$ cat src/rtl/pp_dot_accumulator.sv
// Sequential dot-product accumulator: reduces per-multiplier partial products,
// subtracts a per-beat correction and accumulates LEN beats into one signed result.
module pp_dot_accumulator #(
  parameter int unsigned NUM_MUL    = 4,
  parameter int unsigned PP_PER_MUL = 3,
  parameter int unsigned PP_SIZE    = 18,
  parameter int unsigned ACC_SIZE   = 32,
  parameter int unsigned LEN_W      = 8,
  localparam int unsigned NUM_PP    = NUM_MUL * PP_PER_MUL
) (
  input  logic                clk_i,
  input  logic                rst_ni,
  input  logic                start_i,
  input  logic [LEN_W-1:0]    len_i,
  output logic                busy_o,
  input  logic [PP_SIZE-1:0]  pp_i [NUM_PP],
  input  logic [ACC_SIZE-1:0] corr_i,
  input  logic                in_valid_i,
  output logic                in_ready_o,
  output logic [ACC_SIZE-1:0] res_o,
  output logic                ovf_o,
  output logic                out_valid_o,
  input  logic                out_ready_i
);

  localparam logic [1:0] IDLE = 2'd0;
  localparam logic [1:0] ACC  = 2'd1;
  localparam logic [1:0] DONE = 2'd2;

  localparam int unsigned EXT_W = ACC_SIZE - PP_SIZE;

  logic [1:0]          state_q, state_d;
  logic [LEN_W-1:0]    cnt_q, cnt_d;
  logic                pv_q, pv_d;
  logic [ACC_SIZE-1:0] beat_q, beat_d;
  logic [ACC_SIZE-1:0] acc_q, acc_d;
  logic                ovf_q, ovf_d;
  logic                busy_d, in_ready_d, out_valid_d, ovf_out_d;
  logic [ACC_SIZE-1:0] res_d;

  logic [PP_SIZE-1:0]  prod_c [NUM_MUL];
  logic [ACC_SIZE-1:0] beat_c;
  logic [ACC_SIZE-1:0] sum_c;
  logic                add_ovf_c;
  logic                accept_c;

  // Per-multiplier reduction wraps in PP_SIZE, then sign-extends into the beat sum.
  always_comb begin
    beat_c = '0;
    for (int m = 0; m < NUM_MUL; m++) begin
      prod_c[m] = '0;
      for (int k = 0; k < PP_PER_MUL; k++) begin
        prod_c[m] = prod_c[m] + pp_i[m*PP_PER_MUL + k];
      end
      beat_c = beat_c + {{EXT_W{prod_c[m][PP_SIZE-1]}}, prod_c[m]};
    end
    beat_c = beat_c - corr_i;
  end

  assign accept_c  = in_valid_i && in_ready_o;
  assign sum_c     = acc_q + beat_q;
  assign add_ovf_c = (acc_q[ACC_SIZE-1] == beat_q[ACC_SIZE-1]) &&
                     (sum_c[ACC_SIZE-1] != acc_q[ACC_SIZE-1]);

  // Next-state and next-output logic; the pipeline always drains on its own.
  always_comb begin
    state_d     = state_q;
    cnt_d       = cnt_q;
    pv_d        = accept_c;
    beat_d      = accept_c ? beat_c : beat_q;
    acc_d       = pv_q ? sum_c : acc_q;
    ovf_d       = ovf_q | (pv_q & add_ovf_c);
    res_d       = res_o;
    ovf_out_d   = ovf_o;
    out_valid_d = out_valid_o;
    in_ready_d  = 1'b0;

    case (state_q)
      IDLE: begin
        if (start_i) begin
          acc_d     = '0;
          ovf_d     = 1'b0;
          pv_d      = 1'b0;
          ovf_out_d = 1'b0;
          if (len_i != '0) begin
            cnt_d      = len_i;
            in_ready_d = 1'b1;
            state_d    = ACC;
          end else begin
            res_d       = '0;
            out_valid_d = 1'b1;
            state_d     = DONE;
          end
        end
      end
      ACC: begin
        if (accept_c) begin
          cnt_d = cnt_q - LEN_W'(1);
        end
        in_ready_d = (cnt_d != '0);
        // cnt reaching zero means the last beat is in stage 1 and lands in acc this edge.
        if (cnt_q == '0) begin
          in_ready_d  = 1'b0;
          res_d       = acc_d;
          ovf_out_d   = ovf_d;
          out_valid_d = 1'b1;
          state_d     = DONE;
        end
      end
      DONE: begin
        if (out_ready_i) begin
          out_valid_d = 1'b0;
          state_d     = IDLE;
        end
      end
      default: begin
        out_valid_d = 1'b0;
        state_d     = IDLE;
      end
    endcase

    busy_d = (state_d != IDLE);
  end

  always_ff @(posedge clk_i or negedge rst_ni) begin
    if (!rst_ni) begin
      state_q     <= IDLE;
      cnt_q       <= '0;
      pv_q        <= 1'b0;
      beat_q      <= '0;
      acc_q       <= '0;
      ovf_q       <= 1'b0;
      busy_o      <= 1'b0;
      in_ready_o  <= 1'b0;
      out_valid_o <= 1'b0;
      res_o       <= '0;
      ovf_o       <= 1'b0;
    end else begin
      state_q     <= state_d;
      cnt_q       <= cnt_d;
      pv_q        <= pv_d;
      beat_q      <= beat_d;
      acc_q       <= acc_d;
      ovf_q       <= ovf_d;
      busy_o      <= busy_d;
      in_ready_o  <= in_ready_d;
      out_valid_o <= out_valid_d;
      res_o       <= res_d;
      ovf_o       <= ovf_out_d;
    end
  end

endmodule

$ cat config.mk
export PLATFORM = sky130hd
export DESIGN_NAME = pp_dot_accumulator
export DESIGN_NICKNAME = d
export VERILOG_FILES = /design/src/rtl/pp_dot_accumulator.sv
export SDC_FILE = /design/constraint.sdc
export NUM_CORES = 1
export LEC_CHECK = 0
export ABC_CLOCK_PERIOD_IN_PS = 3500
export BUFFER_PORTS_ARGS = -buffer_cell sky130_fd_sc_hd__buf_2
export CAP_MARGIN = 20
export CORE_MARGIN = 4
export CORE_UTILIZATION = 57
export DETAILED_ROUTE_END_ITERATION = 16
export MAX_ROUTING_LAYER = met4
export PLACE_DENSITY_LB_ADDON = 0.1
export SETUP_SLACK_MARGIN = 0.2
export SLEW_MARGIN = 20
export SYNTH_ARGS = -nofsm -noshare
export SYNTH_HDL_FRONTEND = slang
export SYNTH_SLANG_ARGS = --single-unit
$ cat constraint.sdc
create_clock -name clk_i -period 3.5 [get_ports clk_i]
set_input_delay 0.525 -clock clk_i [delete_from_list [all_inputs] [get_ports clk_i]]
set_output_delay 0.525 -clock clk_i [all_outputs]
set_load 0.1 [all_outputs]
* Word-level counts from Yosys, hierarchy flattened
Cells that the tools add are included.
Cells by class: add/sub/neg operators 14, eq/ne operators 9, multiplexer cells 33, bitwise gates (word level) 2, reduce and logical (&&, ||, !) cells 12
Operator list (count):
- 32-bit 2-to-1 mux | 6
- 18-bit adder | 8
- 32-bit one-hot mux with 2 select lines | 1
- 32-bit adder | 1
- 8-bit 2-to-1 mux | 4
- 32-bit subtractor | 1
- 20-bit by 18-bit adder with 21-bit output | 1
- 19-bit by 18-bit adder with 20-bit output | 1
- 18-bit by 18-bit adder with 19-bit output | 1
- 8-bit one-hot mux with 2 select lines | 1
- 8-bit nonzero test | 2
- 1-bit 2-to-1 mux | 13
- 2-bit != test (second input constant) | 5
- 8-bit zero test | 1
- 2-bit 2-to-1 mux | 4
- 4-bit AND reduction | 2
- 8-bit by 1-bit subtractor with 8-bit output (second input constant) | 1
- 2-bit one-hot mux with 3 select lines | 1
- 3-bit AND reduction | 2
- 1-bit one-hot mux with 2 select lines | 2
- 2-bit nonzero test | 2
- 1-bit one-hot mux with 3 select lines | 1
- 2-bit by 1-bit == test with 1-bit output (second input constant) | 1
- 2-bit == test (second input constant) | 1
- 6 further kinds | 7
Word-level totals: register bits after elaboration 112, input bits 261, output and inout bits 36, logic and storage cells 81

* Logic depth before layout (Yosys ltp)
word-level depth 7, mapped depth 40, depth with buffers taken out 40

* Worst setup path before layout
OpenSTA, ideal clock, no wires.
path type input port to flip-flop, start point in pp_i[1] (netlist bit), end point reg beat_q[30], setup time 129 ps, data arrival time 8148 ps, data required time 3371 ps, path slack -4776 ps, stages 33, path buffers 0, path through inv_1 > fa_1 > inv_1 > ha_1 > fa_1 > a21o_1 > a21oi_1 > o21bai_1 > a21oi_1 > nor2b_1 > o21a_1 > o31a_1 > o41ai_2 > o2111ai_1 > a21oi_1 > xnor2_1 > fa_1 > fa_1 > inv_1 > ha_1 > a21o_1 > a2111oi_0 > a2bb2oi_1 > ha_1 > a21oi_1 > nand2_1 > nor2b_1 > a21oi_1 > a22o_1 > or4_1 > a31oi_1 > xor2_1 > o21ai_1
Between the ends: word-level cells in the longest chain between the ends 3
Ends and longest elaborated chain:
- start: declaration | RTL line 16 | input logic [PP_SIZE-1:0] pp_i [NUM_PP],
- 18-bit adder | RTL line 53 | prod_c[m] = prod_c[m] + pp_i[m*PP_PER_MUL + k];
- 20-bit by 18-bit adder with 21-bit output | RTL line 55 | beat_c = beat_c + {{EXT_W{prod_c[m][PP_SIZE-1]}}, prod_c[m]};
- 32-bit subtractor | RTL line 57 | beat_c = beat_c - corr_i;
- end signal: assignment | RTL line 142 | beat_q <= beat_d;
- end: declaration | RTL line 35 | logic [ACC_SIZE-1:0] beat_q, beat_d;
Every way passes these cells. A chain may end at the register's enable or synchronous reset.

* Worst setup path in the final report
Ends and elaborated chain as after synthesis.

==> metrics.yaml <==
vias_per_cell: 5.49
global_route.usage.met2_pct: 51.8
ys_types: 68
synth.top_cell.area_share_pct: 21.1
most_used_cell_cp: "sky130_fd_sc_hd__a21oi_2"
busiest_layer: "met2"
multiInputGateArea_sq_um: 11100
ioPinCount: 297
synth_enable_flop_cells: 0
syn-instance-count: 1461
maxClockFrequency_ghz: 0.129
cp-startpoint: "pp_i[1]"
critical_path_arrival_ps: 7950
level_count_of_the_clock_h_tree: 3
cts_tree: "built"
drive_gt1_share_pct: 39.6
max_cap_violations: 0
worst-r2r-setup-slack_ps: 330
post_synth_main_area_contributors: "sky130_fd_sc_hd__dfrtp_1, sky130_fd_sc_hd__fa_1, sky130_fd_sc_hd__ha_1, sky130_fd_sc_hd__xnor2_1, sky130_fd_sc_hd__a21oi_1"
fp.dieH_microns: 161
cts_hold_buf: 0
synth.yosys.warnings: 0
worst_path_max_delay_cell: "sky130_fd_sc_hd__fa_1"
filler_cell_count: 1387
rsz0062_at_grt: "true"
period_minus_slack_ps: 7720
area_growth_syn_to_layout_pct: 42.0
antenna_violating_nets_post_route: 0
wl_per_cell_microns: 16.5
timing.hold.worst.class: "in2async"
maximum_number_of_pins_on_one_net_before_global_route_repair: 66
worst_r2r_startpoint: "beat_q[22]"
setup-violations-final: 30
grt_antenna_before_repair: 3
buffer_ports.inserted: 296
setup_ws_ps: -4220
core.rowCount: 55
async_set_or_reset_flop_fraction_in_the_synthesized_netlist_pct: 100
final-hold-violation-count: 0
die_width_microns: 161
syn_area_per_cell_sq_um: 9.10
finish.utilization_pct: 82.9
clock_tree.buffer_depth: 2
clock_insertion_delay_at_the_later_pin_of_the_skew_report_ps: 350
place_hpwl_microns: 29500
remaining_drc_errors: 0
worst_pin_slew_ps: 950
ctsRootBufferMaster: "sky130_fd_sc_hd__clkbuf_16"
starting_density_pct: 58.3
netlist_area_sq_um: 13300
worst_ep_required_time_ps: 3720
final_common_cell: "sky130_fd_sc_hd__buf_2"
crit_end: "beat_q[30]"
finalCritPeriodShare_pct: 221
critical_path_start_end_classification: "in2reg"
worst-r2r-cell-count: 12
yosys.area.top_type: "sky130_fd_sc_hd__dfrtp_1"
mappedNetlistNets: 1981
grt_use_total_pct: 29.1
grt_first_pass_wirelength_microns: 61200
groute.layer.met3.usage_pct: 3.31
finish.net_count: 2545
cts.sinks: 112
postSynth.topFlopCell: "sky130_fd_sc_hd__dfrtp_1"
synth_sequential_area_ratio_pct: 21.1
outcome: "finished with violations"
start_kind: "input pin"
global_route.overflow_total: 0
maxSlewHeadroom_pct: 36.5
place_congestion: 0.935
routed_wirelength_microns: 38700
final-seq-area_sq_um: 2800
path_max_fanout: 4
grt_use_met1_pct: 34.8
postSynthRegisterBits: 112
slew_violations: 0
failed_checks: "setup timing"
critical_path.max_stage_delay_ps: 540
dr_total_vias: 12882
core_region_area_sq_um: 22800
end_of_the_worst_register_to_register_path: "ovf_o"
mostFrequentLayoutCells: "sky130_fd_sc_hd__buf_2, sky130_fd_sc_hd__buf_4, sky130_fd_sc_hd__ha_1, sky130_fd_sc_hd__nand2_1"
first_global_vias: 13435
clock_skew_after_layout_ps: 9.31
detailedRoute.firstPassIterationCount: 5
drtIter0Drc: 518
critPathCaptureType: "flop"
tritoncts.num_buffers: 9
clk_transition_reported_paths_ps: 80
die_area_sq_um: 25800
-- logic make-up after synthesis --
family	after synthesis	share of synthesized area [%]
AOI/OAI and AO/OA	399	19.9
and+or+nand+nor	373	12.8
adders and majority gates	259	30.7
buffers and inverters	150	4.25
xor gates and xnor gates	143	9.42
DFF	112	21.1
muxes	25	1.88
-- final cells by class --
type	count	area share, %
repair buffers	583	20.3
flip-flops and latches	112	14.8
clock buffers	9	1.19
multi-input cells	1199	58.6
inverters	120	2.44
diodes	3	0.0398
well taps	313	2.07
clock inverters	6	0.424
-- stage by stage --
stage,setup TNS (ps),instance area [sq um],hold WS [ps],std cells,setup WS [ps]
after floorplan,-73880,13600,229,1461,-3990
after global placement,-91740,17200,454,2280,-4320
after detailed placement,-95100,17200,462,2280,-4480
after CTS,-80530,18200,203,2325,-3890
after global routing,-93480,18900,226,2345,-4550
final,-86120,18900,166,2345,-4220
-- synthesized netlist by cell type, types with 14 or more instances --
library cell,n
sky130_fd_sc_hd__nand2_1,126
sky130_fd_sc_hd__o21ai_0,87
sky130_fd_sc_hd__o21bai_1,23
sky130_fd_sc_hd__dfrtp_1,112
sky130_fd_sc_hd__nand3_1,32
sky130_fd_sc_hd__nor3_1,20
sky130_fd_sc_hd__clkbuf_1,25
sky130_fd_sc_hd__nor2b_1,21
sky130_fd_sc_hd__inv_1,120
sky130_fd_sc_hd__fa_1,111
sky130_fd_sc_hd__xnor2_1,113
sky130_fd_sc_hd__nor2_1,118
sky130_fd_sc_hd__nand2b_1,14
sky130_fd_sc_hd__ha_1,148
sky130_fd_sc_hd__o21a_1,15
sky130_fd_sc_hd__a21oi_1,110
sky130_fd_sc_hd__xor2_1,30
sky130_fd_sc_hd__mux2i_1,25
sky130_fd_sc_hd__a21o_1,63
-- worst min-delay path by stage --
| stage | startpoint | endpoint | slack, ps | cells past startpoint |
|---|---|---|---|---|
| finish | rst_ni | beat_q[1] | 170 | 1 |
| global route | rst_ni | beat_q[0] | 230 | 1 |
| CTS | rst_ni | beat_q[1] | 200 | 1 |
| detailed placement | res_o[1] | res_o[1] | 460 | 2 |
| global placement | res_o[0] | res_o[0] | 450 | 2 |
| floorplan | rst_ni | acc_q[0] | 230 | 0 |
-- worst max-delay path, delay by kind of cell --
family	cells	cell delay, ps
AOI/OAI and AO/OA	20	3270
xor gates and xnor gates	3	470
adders and majority gates	7	2540
buffers and inverters	5	460
and+or+nand+nor	4	690
-- sequential cells by signal, indices dropped and copies added, names as in the netlist --
register	flops
cnt_q	8
ovf_o	1
res_o	32
acc_q	32
pv_q	1
busy_o	1
out_valid_o	1
ovf_q	1
in_ready_o	1
beat_q	32
state_q	2
-- per-layer routing --
metal | up-vias | routed length, microns | part of all wire [%]
met5 | - | 0 | 0
met4 | 0 | 1140 | 3.0
met3 | 89 | 1640 | 4.2
met2 | 390 | 20100 | 52
met1 | 6189 | 15800 | 41
li1 | 6214 | - | -
-- repair_timing --
item	4_1_cts	5_1_grt
pin swaps	63	66
gates resized for setup	101	101
setup buffers	30	17
endpoints found under the hold margin	0	0
endpoints found under the setup margin	32	44
Power is not shown: default switching activity piles up to over one toggle a cycle in this logic, so the estimate is an artifact.
